==> src/rtl/ef_smsdac_spi_rx.sv <==
// ef_smsdac_spi_rx
// SPI (mode 0) sample receiver plus rate-pacing FIFO feeding the DAC d_in.
// SPI pins are oversampled on i_clk through 2-FF synchronizers; received bytes
// are queued in a small FIFO and released one per programmable sample period.
//
// Ports
//   i_clk        system clock (shared with the DAC core)
//   i_rst_b      asynchronous active-low reset
//   i_spi_sck    SPI clock (async, mode 0)
//   i_spi_cs_b   SPI chip select, active-low (async)
//   i_spi_mosi   SPI data in, MSB first
//   o_spi_miso   status byte out, MSB first
//   i_div        sample period minus 1, in i_clk cycles (quasi-static)
//   i_clr_flags  synchronous clear of overflow/underflow/armed
//   o_d_out      current sample to the DAC
//   o_d_valid    one-cycle pulse when o_d_out takes a new sample
//   o_underflow  sticky: a tick found the FIFO empty after arming
//   o_overflow   sticky: a byte was dropped because the FIFO was full
module ef_smsdac_spi_rx #(
  parameter int FIFO_DEPTH = 4,
  parameter int DIV_W      = 8
) (
  input  logic             i_clk,
  input  logic             i_rst_b,
  input  logic             i_spi_sck,
  input  logic             i_spi_cs_b,
  input  logic             i_spi_mosi,
  output logic             o_spi_miso,
  input  logic [DIV_W-1:0] i_div,
  input  logic             i_clr_flags,
  output logic [7:0]       o_d_out,
  output logic             o_d_valid,
  output logic             o_underflow,
  output logic             o_overflow
);

  localparam int PTR_W = $clog2(FIFO_DEPTH);
  localparam logic [PTR_W:0]   PTR_ONE = 1;
  localparam logic [DIV_W-1:0] CNT_ONE = 1;

  // synchronizers; cs_b idles high so it resets to 1
  logic r_sck_m, r_sck_s, r_sck_d;
  logic r_cs_m, r_cs_s, r_cs_d;
  logic r_mosi_m, r_mosi_s;

  logic [7:0]       r_shift;
  logic [2:0]       r_bitcnt;
  logic [7:0]       r_tx;
  logic [7:0]       r_mem [FIFO_DEPTH];
  logic [PTR_W:0]   r_wptr, r_rptr;
  logic [DIV_W-1:0] r_cnt;
  logic             r_armed, r_und, r_ovf, r_dv;
  logic [7:0]       r_dout;

  logic           w_sck_rise, w_sck_fall, w_cs_fall;
  logic           w_push, w_push_ok, w_pop, w_tick, w_empty, w_full;
  logic [7:0]     w_byte, w_status;
  logic [PTR_W:0] w_level;
  logic [2:0]     w_lvl_sat;

  assign w_sck_rise = r_sck_s & ~r_sck_d;
  assign w_sck_fall = ~r_sck_s & r_sck_d;
  assign w_cs_fall  = ~r_cs_s & r_cs_d;

  assign w_push = ~r_cs_s & w_sck_rise & (r_bitcnt == 3'd7);
  assign w_byte = {r_shift[6:0], r_mosi_s};

  assign w_empty = (r_wptr == r_rptr);
  assign w_full  = (r_wptr[PTR_W] != r_rptr[PTR_W]) &&
                   (r_wptr[PTR_W-1:0] == r_rptr[PTR_W-1:0]);
  assign w_level = r_wptr - r_rptr;

  assign w_tick    = (r_cnt == '0);
  // pop decision uses pre-push state: a push on an empty-FIFO tick is not seen
  assign w_pop     = w_tick & ~w_empty;
  // a simultaneous pop frees the slot, so a full FIFO still accepts the push
  assign w_push_ok = w_push & (~w_full | w_pop);

  always_comb begin
    w_lvl_sat = 3'(w_level);
    if (int'(w_level) > 7) w_lvl_sat = 3'd7;
  end

  assign w_status = {r_ovf, r_und, r_armed, 2'b00, w_lvl_sat};

  always_ff @(posedge i_clk or negedge i_rst_b) begin
    if (!i_rst_b) begin
      r_sck_m <= 1'b0; r_sck_s <= 1'b0; r_sck_d <= 1'b0;
      r_cs_m  <= 1'b1; r_cs_s  <= 1'b1; r_cs_d  <= 1'b1;
      r_mosi_m <= 1'b0; r_mosi_s <= 1'b0;
    end else begin
      r_sck_m <= i_spi_sck;   r_sck_s <= r_sck_m;   r_sck_d <= r_sck_s;
      r_cs_m  <= i_spi_cs_b;  r_cs_s  <= r_cs_m;    r_cs_d  <= r_cs_s;
      r_mosi_m <= i_spi_mosi; r_mosi_s <= r_mosi_m;
    end
  end

  // receive shifter and MISO shifter
  always_ff @(posedge i_clk or negedge i_rst_b) begin
    if (!i_rst_b) begin
      r_shift  <= 8'h00;
      r_bitcnt <= 3'd0;
      r_tx     <= 8'h00;
    end else begin
      if (r_cs_s) begin
        r_bitcnt <= 3'd0;
      end else if (w_sck_rise) begin
        r_shift  <= w_byte;
        r_bitcnt <= r_bitcnt + 3'd1;
      end
      if (w_cs_fall || w_push) r_tx <= w_status;
      else if (w_sck_fall)     r_tx <= {r_tx[6:0], 1'b0};
    end
  end

  always_ff @(posedge i_clk) begin
    if (w_push_ok) r_mem[r_wptr[PTR_W-1:0]] <= w_byte;
  end

  // FIFO pointers, pacer, output register and sticky flags
  always_ff @(posedge i_clk or negedge i_rst_b) begin
    if (!i_rst_b) begin
      r_wptr  <= '0;
      r_rptr  <= '0;
      r_cnt   <= '0;
      r_dout  <= 8'h80;
      r_dv    <= 1'b0;
      r_armed <= 1'b0;
      r_und   <= 1'b0;
      r_ovf   <= 1'b0;
    end else begin
      if (w_push_ok) r_wptr <= r_wptr + PTR_ONE;
      if (w_pop)     r_rptr <= r_rptr + PTR_ONE;
      r_cnt <= w_tick ? i_div : r_cnt - CNT_ONE;
      r_dv  <= w_pop;
      if (w_pop) r_dout <= r_mem[r_rptr[PTR_W-1:0]];
      // set events override a same-cycle clear
      r_armed <= (r_armed & ~i_clr_flags) | w_pop;
      r_und   <= (r_und & ~i_clr_flags) | (w_tick & w_empty & r_armed);
      r_ovf   <= (r_ovf & ~i_clr_flags) | (w_push & w_full & ~w_pop);
    end
  end

  assign o_spi_miso  = ~r_cs_s & r_tx[7];
  assign o_d_out     = r_dout;
  assign o_d_valid   = r_dv;
  assign o_underflow = r_und;
  assign o_overflow  = r_ovf;

endmodule

==> config.mk <==
export PLATFORM = sky130hd
export DESIGN_NAME = ef_smsdac_spi_rx
export DESIGN_NICKNAME = d
export VERILOG_FILES = /design/src/rtl/ef_smsdac_spi_rx.sv
export SDC_FILE = /design/constraint.sdc
export NUM_CORES = 1
export LEC_CHECK = 0
export CAP_MARGIN = 20
export CORE_ASPECT_RATIO = 0.7
export CORE_UTILIZATION = 45
export CTS_BUF_LIST = sky130_fd_sc_hd__clkbuf_8
export CTS_CLUSTER_DIAMETER = 60
export DETAILED_ROUTE_END_ITERATION = 16
export GPL_ROUTABILITY_DRIVEN = 0
export GPL_TIMING_DRIVEN = 0
export PLACE_DENSITY = 0.61
export SLEW_MARGIN = 20
export SYNTH_ARGS = -nofsm -noshare
export SYNTH_HDL_FRONTEND = slang
export SYNTH_SLANG_ARGS = --single-unit
==> constraint.sdc <==
create_clock -name i_clk -period 5.7 [get_ports i_clk]
set_input_delay 1.14 -clock i_clk [delete_from_list [all_inputs] [get_ports i_clk]]
set_output_delay 1.14 -clock i_clk [all_outputs]
set_load 0.01 [all_outputs]
==> results of run 1 <==
-- flip-flops by register name, summed over array words and instances (netlist names), 3 cells and up --
name / cells
r_shift: 7
r_cnt: 8
r_tx: 8
r_rptr: 3
o_d_out: 8
r_bitcnt: 3
r_mem: 32
r_wptr: 3
-- final cells by class --
type	count	share of cell area
multi-input combinational	126	0.279
clock buffer	10	0.0337
timing repair buffer	25	0.0606
inverter	9	0.00827
sequential	84	0.555
tap	98	0.0300
buffer	9	0.0104
clock inverter	6	0.0230
-- kinds of logic (layout without fill, tap and decap cells) --
| group | Yosys count | in the layout | synth area share |
|---|---|---|---|
| DFF | 84 | 84 | 0.651 |
| and+or+nand+nor | 45 | 45 | 0.0689 |
| muxes | 36 | 36 | 0.146 |
| AOI/OAI and AO/OA | 23 | 23 | 0.0395 |
| buffers and inverters | 18 | 59 | 0.0219 |
| adders and majority gates | 12 | 12 | 0.0452 |
| xor gates and xnor gates | 10 | 10 | 0.0273 |
-- final timing paths --
path / endpoint / slack [ps] / cells after the start
worst max-delay path: o_spi_miso / 2710 / 3
worst min-delay path: r_mosi_s / 350 / 0
worst max register to register: r_mem[2][3] / 3200 / 6
worst min register to register: r_mosi_s / 350 / 0
max in group asynchronous: r_cnt[2] / 4430 / 1
min in group asynchronous: o_d_valid / 800 / 1
-- metal layers --
layer / share of wire / vias up
met3: 0.030 / 10
met5: 0 / -
met1: 0.53 / 909
met2: 0.42 / 20
met4: 0.017 / 0
li1: - / 883
-- through the flow --
stage	std cells	power, W	util
floorplan	228	0.000739	-
global placement	351	0.000773	0.522
detailed placement	351	0.000777	0.522
CTS	367	0.00126	0.553
global route	367	0.00129	0.553
finish	367	0.00124	0.553
-- worst max-delay path, cell delays in order, from the launching register on --
cell	delay, ps
dfstp_2	530
clkbuf_1	380
nor2b_1	100
clkdlybuf4s50_1	490
-- power by group --
group / switching [W] / internal, W
combinational: 0.0000204 / 0.0000281
clock: 0.000215 / 0.000262
sequential: 0.0000379 / 0.000677
total: 0.000274 / 0.000968
-- cell usage in the layout (no fill, tap or decap), drive strengths merged, types with 4 or more instances in the layout --
cell type | Yosys | final
nand2 | 13 | 13
xnor2 | 5 | 5
o21ai | 11 | 11
inv | 9 | 11
a21oi | 6 | 6
nand2b | 4 | 4
dfstp | 4 | 4
mux4 | 8 | 8
clkdlybuf4s50 | 0 | 24
nor2b | 4 | 4
clkbuf | 8 | 18
xor2 | 5 | 5
nor2 | 11 | 11
ha | 11 | 11
edfxtp | 32 | 32
mux2i | 9 | 9
dfrtp | 48 | 48
and3 | 4 | 4
mux2 | 19 | 19
==> key figures, run 1 <==
GRT
  – Number of global-route vias before repair: 1812
  – GR Layer Usage met1: 0.235
  – Antenna violations before repair: 0
  – First-pass GRT wire length: 9410 um
  – GR peak layer: met1
  – Total GRT Usage: 0.163
  – Largest net degree at the start of global routing: between 50 and 60
  – GR Overflow Total: 0
  – Grt met2 use: 0.232
  – Met3 Use GR: 0.0488

Yosys
  – Post-synth top area share: 0.345
  – Mean Syn Cell Area: 15.3 sq um
  – Commonest cells in the netlist: dfrtp_1, edfxtp_1, nand2_1
  – Seq/Total Area, Yosys: 0.651
  – Most common cell in the netlist: dfrtp_1
  – EDFF count, synth: 32
  – Yosys cell types: 40
  – Post-Syn Area: around 3500 sq um
  – Post-synth ARST share: 0.619
  – Top post-synthesis cells by area: dfrtp_1, edfxtp_1, mux4_2
  – Register bit total from synthesis: between 80 and 90
  – Synth Flop Type: dfrtp_1
  – Post-Syn Instances: ~230
  – Yosys warning count: 0
  – Leading area contributor after synthesis: dfrtp_1
  – Mapped Nets: 254

STA
  – Setup Skew: 9.66 ps
  – RSZ-0062 raised after global routing: false
  – Final setup margin: roughly 2700 ps
  – Final setup TNS: 0 ps
  – Final period util: 0.525
  – Slew @ Worst Pin: around 670 ps
  – Max Clk Rate: 334 MHz
  – Final hold slack: between 300 and 400 ps
  – Max Slew Vio Count: 0
  – Final min period: around 3000 ps
  – # setup viols final: 0
  – Final hold violations: 0
  – Max-slew headroom: 0.556

Clocking
  – Clock transition at path regs: around 90 ps
  – # H-tree levels: 3
  – Post-CTS Setup Bufs: 0
  – CTS Buf Count: 9
  – Clock root cell: clkbuf_8
  – Buffer depth of the longest clock path: 2
  – Clock Sinks: 84
  – Cts hold-fix bufs: 0
  – CTS tree: yes
  – Post_cts resized: 0
  – Worst skew pair latency: 350 ps

Layout
  – Final design area excluding fillers: about 4100 sq um
  – Number of fill cells: between 600 and 700
  – Area delta synth->final: 17.3%
  – Area of the multi-input gates: ~1100 sq um
  – Register area: about 2300 sq um
  – Fin nets: 290
  – Layout cells sized above 1: 0.216
  – Diode count: 0

Drt
  – Post-DRT Antenna Nets: 0
  – Routed wire length: 5690 um
  – Pre-antenna DRT Iters: 4
  – DRC viols: 0
  – Vias: ~1800
  – DRT iter0 DRCs: 64
  – DR WL/cell: ~15 um
  – Via-per-instance ratio: around 5.0

Floorplan
  – CORE AREA: around 7400 sq um
  – Die X: between 100 and 150 um
  – Initial Util: 0.472
  – Std-Cell Rows: 26
  – Die H: roughly 76 um
  – IO Pins: 26
  – Die area: between 8000 and 9000 sq um

Worst setup path
  – CP Max Fanout: 8
  – Worst Setup SP: r_cs_s
  – Crit path capture type: primary output
  – Crit path DAT: ~1900 ps
  – WS Path Type: reg2out
  – Worst EP required: roughly 4600 ps
  – Worst R2R Start: r_cnt[0]
  – Startpoint types: flip-flop

Placed design
  – Final HPWL DP: 3900 um
  – Place WS: about 3100 ps
  – DP Area: 3850 sq um
  – PortBufs: 25

Status
  – Status: finished, final reports clean

Job
  – Maxcap violations: 0

Hold path
  – Hold wc startpoint: r_mosi_m
  – Worst Hold Class: reg2reg

Pwr
  – Leakage: 1.69 nW
  – IR drop worst, VDD: between 0.00015 and 0.0002 V
  – PwrDens: roughly 300 nW/um^2
(Power assumes the default switching activity.)
==> run 2, diff against run 1 <==
--- a/config.mk
+++ b/config.mk
@@ -13,7 +13,7 @@
 export DETAILED_ROUTE_END_ITERATION = 16
 export GPL_ROUTABILITY_DRIVEN = 0
 export GPL_TIMING_DRIVEN = 0
-export PLACE_DENSITY = 0.61
+export PLACE_DENSITY = 0.63
 export SLEW_MARGIN = 20
 export SYNTH_ARGS = -nofsm -noshare
 export SYNTH_HDL_FRONTEND = slang
==> constraint.sdc (replaced) <==
create_clock -name i_clk -period 2.61 [get_ports i_clk]
set_input_delay 0.522 -clock i_clk [delete_from_list [all_inputs] [get_ports i_clk]]
set_output_delay 0.522 -clock i_clk [all_outputs]
set_load 0.01 [all_outputs]
==> run 2 against run 1 <==
Compared with the run above: critical path depth rose by 5; non-clock buffer count did not move; clock power rose by 120%; count of clock-buffer cells in the layout did not move; final cell count did not move; routed wire length fell by 1.4%; flip-flop and latch count did not move; die area did not move; hold slack got worse by 170 ps; clock skew rose by 2.5 ps; largest cell class unchanged; largest power group unchanged; highest routed layer unchanged.
==> key figures, run 2 (synthesis gave the netlist of run 1 again) <==
Layout
  – Most frequent cells in the layout: dfrtp_1, edfxtp_1, clkdlybuf4s50_1, nand2_1
  – Area delta synth->final: 17.4%
  – Commonest non-fill, non-tap cell in the layout: dfrtp_1
  – Fin nets: 290 (unchanged)
  – Diode count: 0 (unchanged)
  – Layout cells sized above 1: 0.227 (+0.0112)
  – Fin cells: 367 (unchanged)
  – Largest register FFs: 32 (unchanged)

STA
  – # setup viols final: 0 (unchanged)
  – Slew @ Worst Pin: 671 ps (+5.70 ps)
  – Max Slew Vio Count: 0 (unchanged)
  – Final min period: between 2000 and 2500 ps
  – RSZ-0062 raised after global routing: false
  – Max Clk Rate: approximately 420 MHz
  – Max-slew headroom: 0.552 (-0.00380)
  – Final setup margin: 247 ps (-2460 ps)
  – Setup Skew: 12.2 ps (+2.54 ps)
  – Final hold violations: 0 (unchanged)
  – Final period util: 0.905

Pwr
  – Gate power share: 0.040 (about the same)
  – Switching pwr: 0.000593 W (+120%)
  – Leakage: 1.68 nW (-0.24%)
  – Sequential power share: 0.575 (about the same)
  – PwrDens: 662 nW/um^2 (+120%)
  – IR drop worst, VDD: 0.000317 V (+93%)
  – Int Pwr: 0.00212 W (+120%)
  – Switching share of power: 0.219 (-0.00145)
  – Clock Power Share: 0.386 (about the same)

Floorplan
  – Std-Cell Rows: 26 (unchanged)
  – IO Pins: 26 (unchanged)
  – Initial Util: 0.472 (unchanged)
  – Die X: 107 um (unchanged)
  – Die H: 75.6 um (unchanged)
  – Die area: 8110 sq um (unchanged)
  – CORE AREA: 7380 sq um (unchanged)

Worst setup path
  – Reg2Reg Setup Slack: 250 ps (-2950 ps)
  – CP Max Fanout: 10 (+2)
  – Top delay family on crit path: buffers and inverters
  – Startpoint types: flip-flop
  – R2R cell count: 8 (+2)
  – CP peak stage delay: 450 ps (-80 ps)
  – Slowest CP cell: clkbuf_1
  – Crit path DAT: 2600 ps (+750 ps)
  – Crit path cell chain: clkbuf_1 -> inv_1 -> ha_1 -> nand2_1 -> or2_2 -> nand2_2 -> buf_6 -> mux2_4
  – WS Path Type: reg2reg
  – R2R Path End: r_rptr[1]
  – Crit path capture type: flip-flop
  – Worst EP required: 2850 ps (-1710 ps)
  – Worst R2R Start: r_rptr[1]
  – Crit path buffers/inverters: 3 (+1)

Placed design
  – Placed Instances: 351 (unchanged)
  – PortBufs: 25 (unchanged)
  – Place WS: 126 ps (-2980 ps)
  – Final HPWL DP: 3920 um (+0.45%)

Drt
  – Routed wire length: 5610 um (-1.4%)
  – Vias: 1829 (+0.38%)
  – Via-per-instance ratio: 4.98 (+0.38%)
  – DR WL/cell: 15.3 um (-1.4%)
  – DRT iter0 DRCs: 91 (+42%)
  – DRC viols: 0 (unchanged)
  – Pre-antenna DRT Iters: 4 (unchanged)
  – Post-DRT Antenna Nets: 0 (unchanged)

Status
  – Status: finished, final reports clean

Clocking
  – Cts hold-fix bufs: 0 (unchanged)
  – Buffer depth of the longest clock path: 2 (unchanged)
  – Clock transition at path regs: 90 ps (about the same)
  – Clock Sinks: 84 (unchanged)
  – CTS Buf Count: 9 (unchanged)
  – # H-tree levels: 3 (unchanged)
  – Clock root cell: clkbuf_8
  – CTS tree: yes
  – Worst skew pair latency: 350 ps (about the same)

GRT
  – Number of global-route vias before repair: 1846 (+1.9%)
  – First-pass GRT wire length: 9300 um (-1.2%)
  – Total GRT Usage: 0.157 (-0.00589)
  – Antenna violations before repair: 0 (unchanged)
  – Largest net degree at the start of global routing: 53 (unchanged)
  – GR Overflow Total: 0 (unchanged)

Hold path
  – Worst Hold Class: in2async

Job
  – Maxcap violations: 0 (unchanged)
==> run 2: cell count changes in the layout (fill, tap and decap cells not counted) <==
cell        change
and3_2          +3
inv_8           +1
inv_6           -1
clkinvlp_4      +1
and3_1          -3
clkinv_4        -1
==> run 2: cell type report <==
cell class | instances | area (sq um)
clock inverters | 6 | 95.1
well taps | 98 | 123
repair buffers | 25 | 248
inverters | 9 | 33.8
fillers | 611 | 3290
clock buffers | 10 | 138
multi-input cells | 126 | 1140
flip-flops and latches | 84 | 2270
plain buffers | 9 | 42.5
==> run 2: worst max path at each step <==
| stage | from | to | cells past startpoint | slack [ps] |
|---|---|---|---|---|
| floorplan | r_cnt[0] | r_mem[0][0] | 6 | 460 |
| global placement | i_rst_b | r_bitcnt[2] | 1 | -610 |
| detailed placement | r_cnt[0] | r_mem[1][5] | 6 | 130 |
| CTS | r_cnt[0] | r_mem[1][0] | 6 | 100 |
| global route | r_rptr[1] | o_d_out[5] | 8 | 70 |
| finish | r_rptr[1] | r_rptr[1] | 8 | 250 |
==> run 2: timing repair <==
action | CTS | global route
resized for setup | 0 | 3
endpoints found under the setup margin | 0 | 24
buffers inserted | 0 | 0
endpoints found under the hold margin | 0 | 0
==> run 2: power groups by stage <==
stage | clock, W | combinational [W] | sequential, W
finish | 0.00104 | 0.000108 | 0.00156
global placement | 0 | 0.000107 | 0.00157
CTS | 0.00107 | 0.000111 | 0.00156
floorplan | 0 | 0.0000633 | 0.00155
detailed placement | 0 | 0.000111 | 0.00158
global route | 0.00111 | 0.000122 | 0.00157
==> run 2: metrics by stage <==
| stage | power [W] | TNS [ps] | utilization | hold WS, ps | instance area, sq um |
|---|---|---|---|---|---|
| after floorplan | 0.00161 | 0 | - | 226 | 3480 |
| after global placement | 0.00168 | -29340 | 0.522 | 335 | 3860 |
| after detailed placement | 0.00169 | 0 | 0.522 | 335 | 3850 |
| after CTS | 0.00274 | 0 | 0.554 | 228 | 4090 |
| after global routing | 0.00280 | 0 | 0.554 | 267 | 4090 |
| final | 0.00271 | 0 | 0.554 | 189 | 4090 |
==> run 2: per-layer routing <==
layer  track usage  vias to the layer above  share of wire
li1              -                      894              -
met1         0.230                      898           0.52
met2         0.232                       29           0.44
met3        0.0436                        8          0.035
met4        0.0457                        0          0.013
met5             0                        -              0
==> run 3, diff against run 2 <==
==> constraint.sdc (replaced) <==
create_clock -name i_clk -period 2.61 [get_ports i_clk]
set_input_delay 0.522 -clock i_clk [delete_from_list [all_inputs] [get_ports i_clk]]
set_output_delay 0.522 -clock i_clk [all_outputs]
set_load 0.1 [all_outputs]
==> run 3 against run 2 <==
Compared with the run above: clock skew did not move; highest routed layer unchanged; largest cell class unchanged; maximum frequency is 6.8% lower; register-to-register slack barely moved; via count is the same; combinational power about the same; critical endpoint is now o_d_out[7].
==> key figures, run 3 (synthesis gave the netlist of run 1 again) <==
STA
  – Final hold violations: 0 (unchanged)
  – Max Slew Vio Count: 0 (unchanged)
  – Setup Skew: 12.2 ps (unchanged)
  – Slew @ Worst Pin: 972 ps (+301 ps)
  – Final min period: 2540 ps (+173 ps)
  – Max Clk Rate: 394 MHz (-6.8%)
  – Final setup margin: 74.3 ps (-173 ps)
  – RSZ-0062 raised after global routing: false
  – Max-slew headroom: 0.350 (-0.203)
  – Final period util: 0.972 (+0.0662)
  – # setup viols final: 0 (unchanged)

GRT
  – GR Layer Usage met1: 0.230 (unchanged)
  – Grt met2 use: 0.232 (unchanged)
  – Met3 Use GR: 0.0436 (unchanged)
  – Total GRT Usage: 0.157 (unchanged)
  – Largest net degree at the start of global routing: 53 (unchanged)
  – First-pass GRT wire length: 9300 um (unchanged)
  – GR Overflow Total: 0 (unchanged)
  – Antenna violations before repair: 0 (unchanged)
  – GR peak layer: met2
  – Number of global-route vias before repair: 1846 (unchanged)

Layout
  – Largest register FFs: 32 (unchanged)
  – Area delta synth->final: 17.4% (about the same)
  – Most frequent cells in the layout: dfrtp_1, edfxtp_1, clkdlybuf4s50_1, nand2_1
  – Final core occ: 0.554 (about the same)
  – Fin nets: 290 (unchanged)
  – Commonest non-fill, non-tap cell in the layout: dfrtp_1
  – Diode count: 0 (unchanged)
  – Final design area excluding fillers: 4090 sq um (about the same)
  – Layout cells sized above 1: 0.227 (unchanged)

Placed design
  – Final HPWL DP: 3920 um (unchanged)
  – PortBufs: 25 (unchanged)
  – Place WS: 126 ps (unchanged)
  – DP Area: 3850 sq um (unchanged)

Clocking
  – Worst skew pair latency: 350 ps (about the same)
  – Clock transition at path regs: 90 ps (about the same)
  – CTS tree: yes
  – Buffer depth of the longest clock path: 2 (unchanged)
  – Clock Sinks: 84 (unchanged)
  – Post-CTS Setup Bufs: 0 (unchanged)
  – CTS Buf Count: 9 (unchanged)
  – # H-tree levels: 3 (unchanged)
  – Cts hold-fix bufs: 0 (unchanged)
  – Clock root cell: clkbuf_8

Worst setup path
  – Startpoint types: flip-flop
  – Top delay family on crit path: buffers and inverters
  – CP peak stage delay: 1120 ps (+670 ps)
  – Slowest CP cell: clkdlybuf4s50_1
  – Crit path capture type: primary output
  – WS Path Type: reg2out
  – Worst EP required: 2090 ps (-760 ps)
  – Crit path DAT: 2010 ps (-590 ps)
  – Reg2Reg Setup Slack: 250 ps (about the same)
  – CP Max Fanout: 2 (-8)
  – Crit path buffers/inverters: 1 (-2)
  – Crit path cell chain: clkdlybuf4s50_1

Job
  – Maxcap violations: 0 (unchanged)

Floorplan
  – Die H: 75.6 um (unchanged)
  – CORE AREA: 7380 sq um (unchanged)
  – Std-Cell Rows: 26 (unchanged)
  – Initial Util: 0.472 (unchanged)
  – Die area: 8110 sq um (unchanged)
  – IO Pins: 26 (unchanged)
  – Die X: 107 um (unchanged)

Hold path
  – Worst Hold Class: in2async

Pwr
  – Leakage: 1.69 nW (+0.29%)
  – IR drop worst, VDD: 0.000317 V (unchanged)
  – PwrDens: 662 nW/um^2 (about the same)

Drt
  – Routed wire length: 5610 um (unchanged)
  – Vias: 1829 (unchanged)
  – DR WL/cell: 15.3 um (unchanged)
  – DRT iter0 DRCs: 91 (unchanged)
  – Post-DRT Antenna Nets: 0 (unchanged)
  – Via-per-instance ratio: 4.98 (unchanged)
  – DRC viols: 0 (unchanged)
  – Pre-antenna DRT Iters: 4 (unchanged)

Status
  – Status: finished, final reports clean
## run 3: what timing repair did
item,CTS,global route
resized for setup,1,3
gates cloned,0,0
setup endpoints to repair,1,24
## run 3: cell type report
class                           instances  area [sq um]
Inverter                                9          33.8
Clock buffer                           10           138
Multi-Input combinational cell        126          1140
Buffer                                  9          42.5
Clock inverter                          6          95.1
Tap cell                               98           123
Sequential cell                        84          2270
Fill cell                             609          3290
Timing Repair Buffer                   25           246
## run 3: through the flow
step / std cells / setup TNS [ps] / hold slack, ps / power (W)
after CTS: 367 / 0 / 228 / 0.00274
final: 367 / 0 / 189 / 0.00271
after detailed placement: 351 / 0 / 335 / 0.00169
after global routing: 367 / 0 / 267 / 0.00280
after global placement: 351 / -29340 / 335 / 0.00168
after floorplan: 228 / 0 / 226 / 0.00161
## run 3: final timing paths
check,startpoint,to,depth (start not counted)
max in group asynchronous,i_rst_b,r_shift[3],1
min in group i_clk,r_mosi_m,r_mosi_s,0
setup / recovery,o_d_out[7],o_d_out[7],1
hold / removal,i_rst_b,o_d_out[4],1
hold reg to reg,r_mosi_m,r_mosi_s,0
setup reg to reg,r_rptr[1],r_rptr[1],8
## run 3: where the power goes
part / internal [W] / total (W) / switching, W
logic: 0.0000615 / 0.000108 / 0.0000468
registers: 0.00148 / 0.00156 / 0.0000768
clock network: 0.000575 / 0.00104 / 0.000470
total: 0.00212 / 0.00271 / 0.000594
## run 3: layer usage
| metal | vias to the layer above | wire (um) |
|---|---|---|
| met5 | - | 0 |
| met2 | 29 | 2440 |
| li1 | 894 | - |
| met4 | 0 | 75 |
| met3 | 8 | 197 |
| met1 | 898 | 2890 |
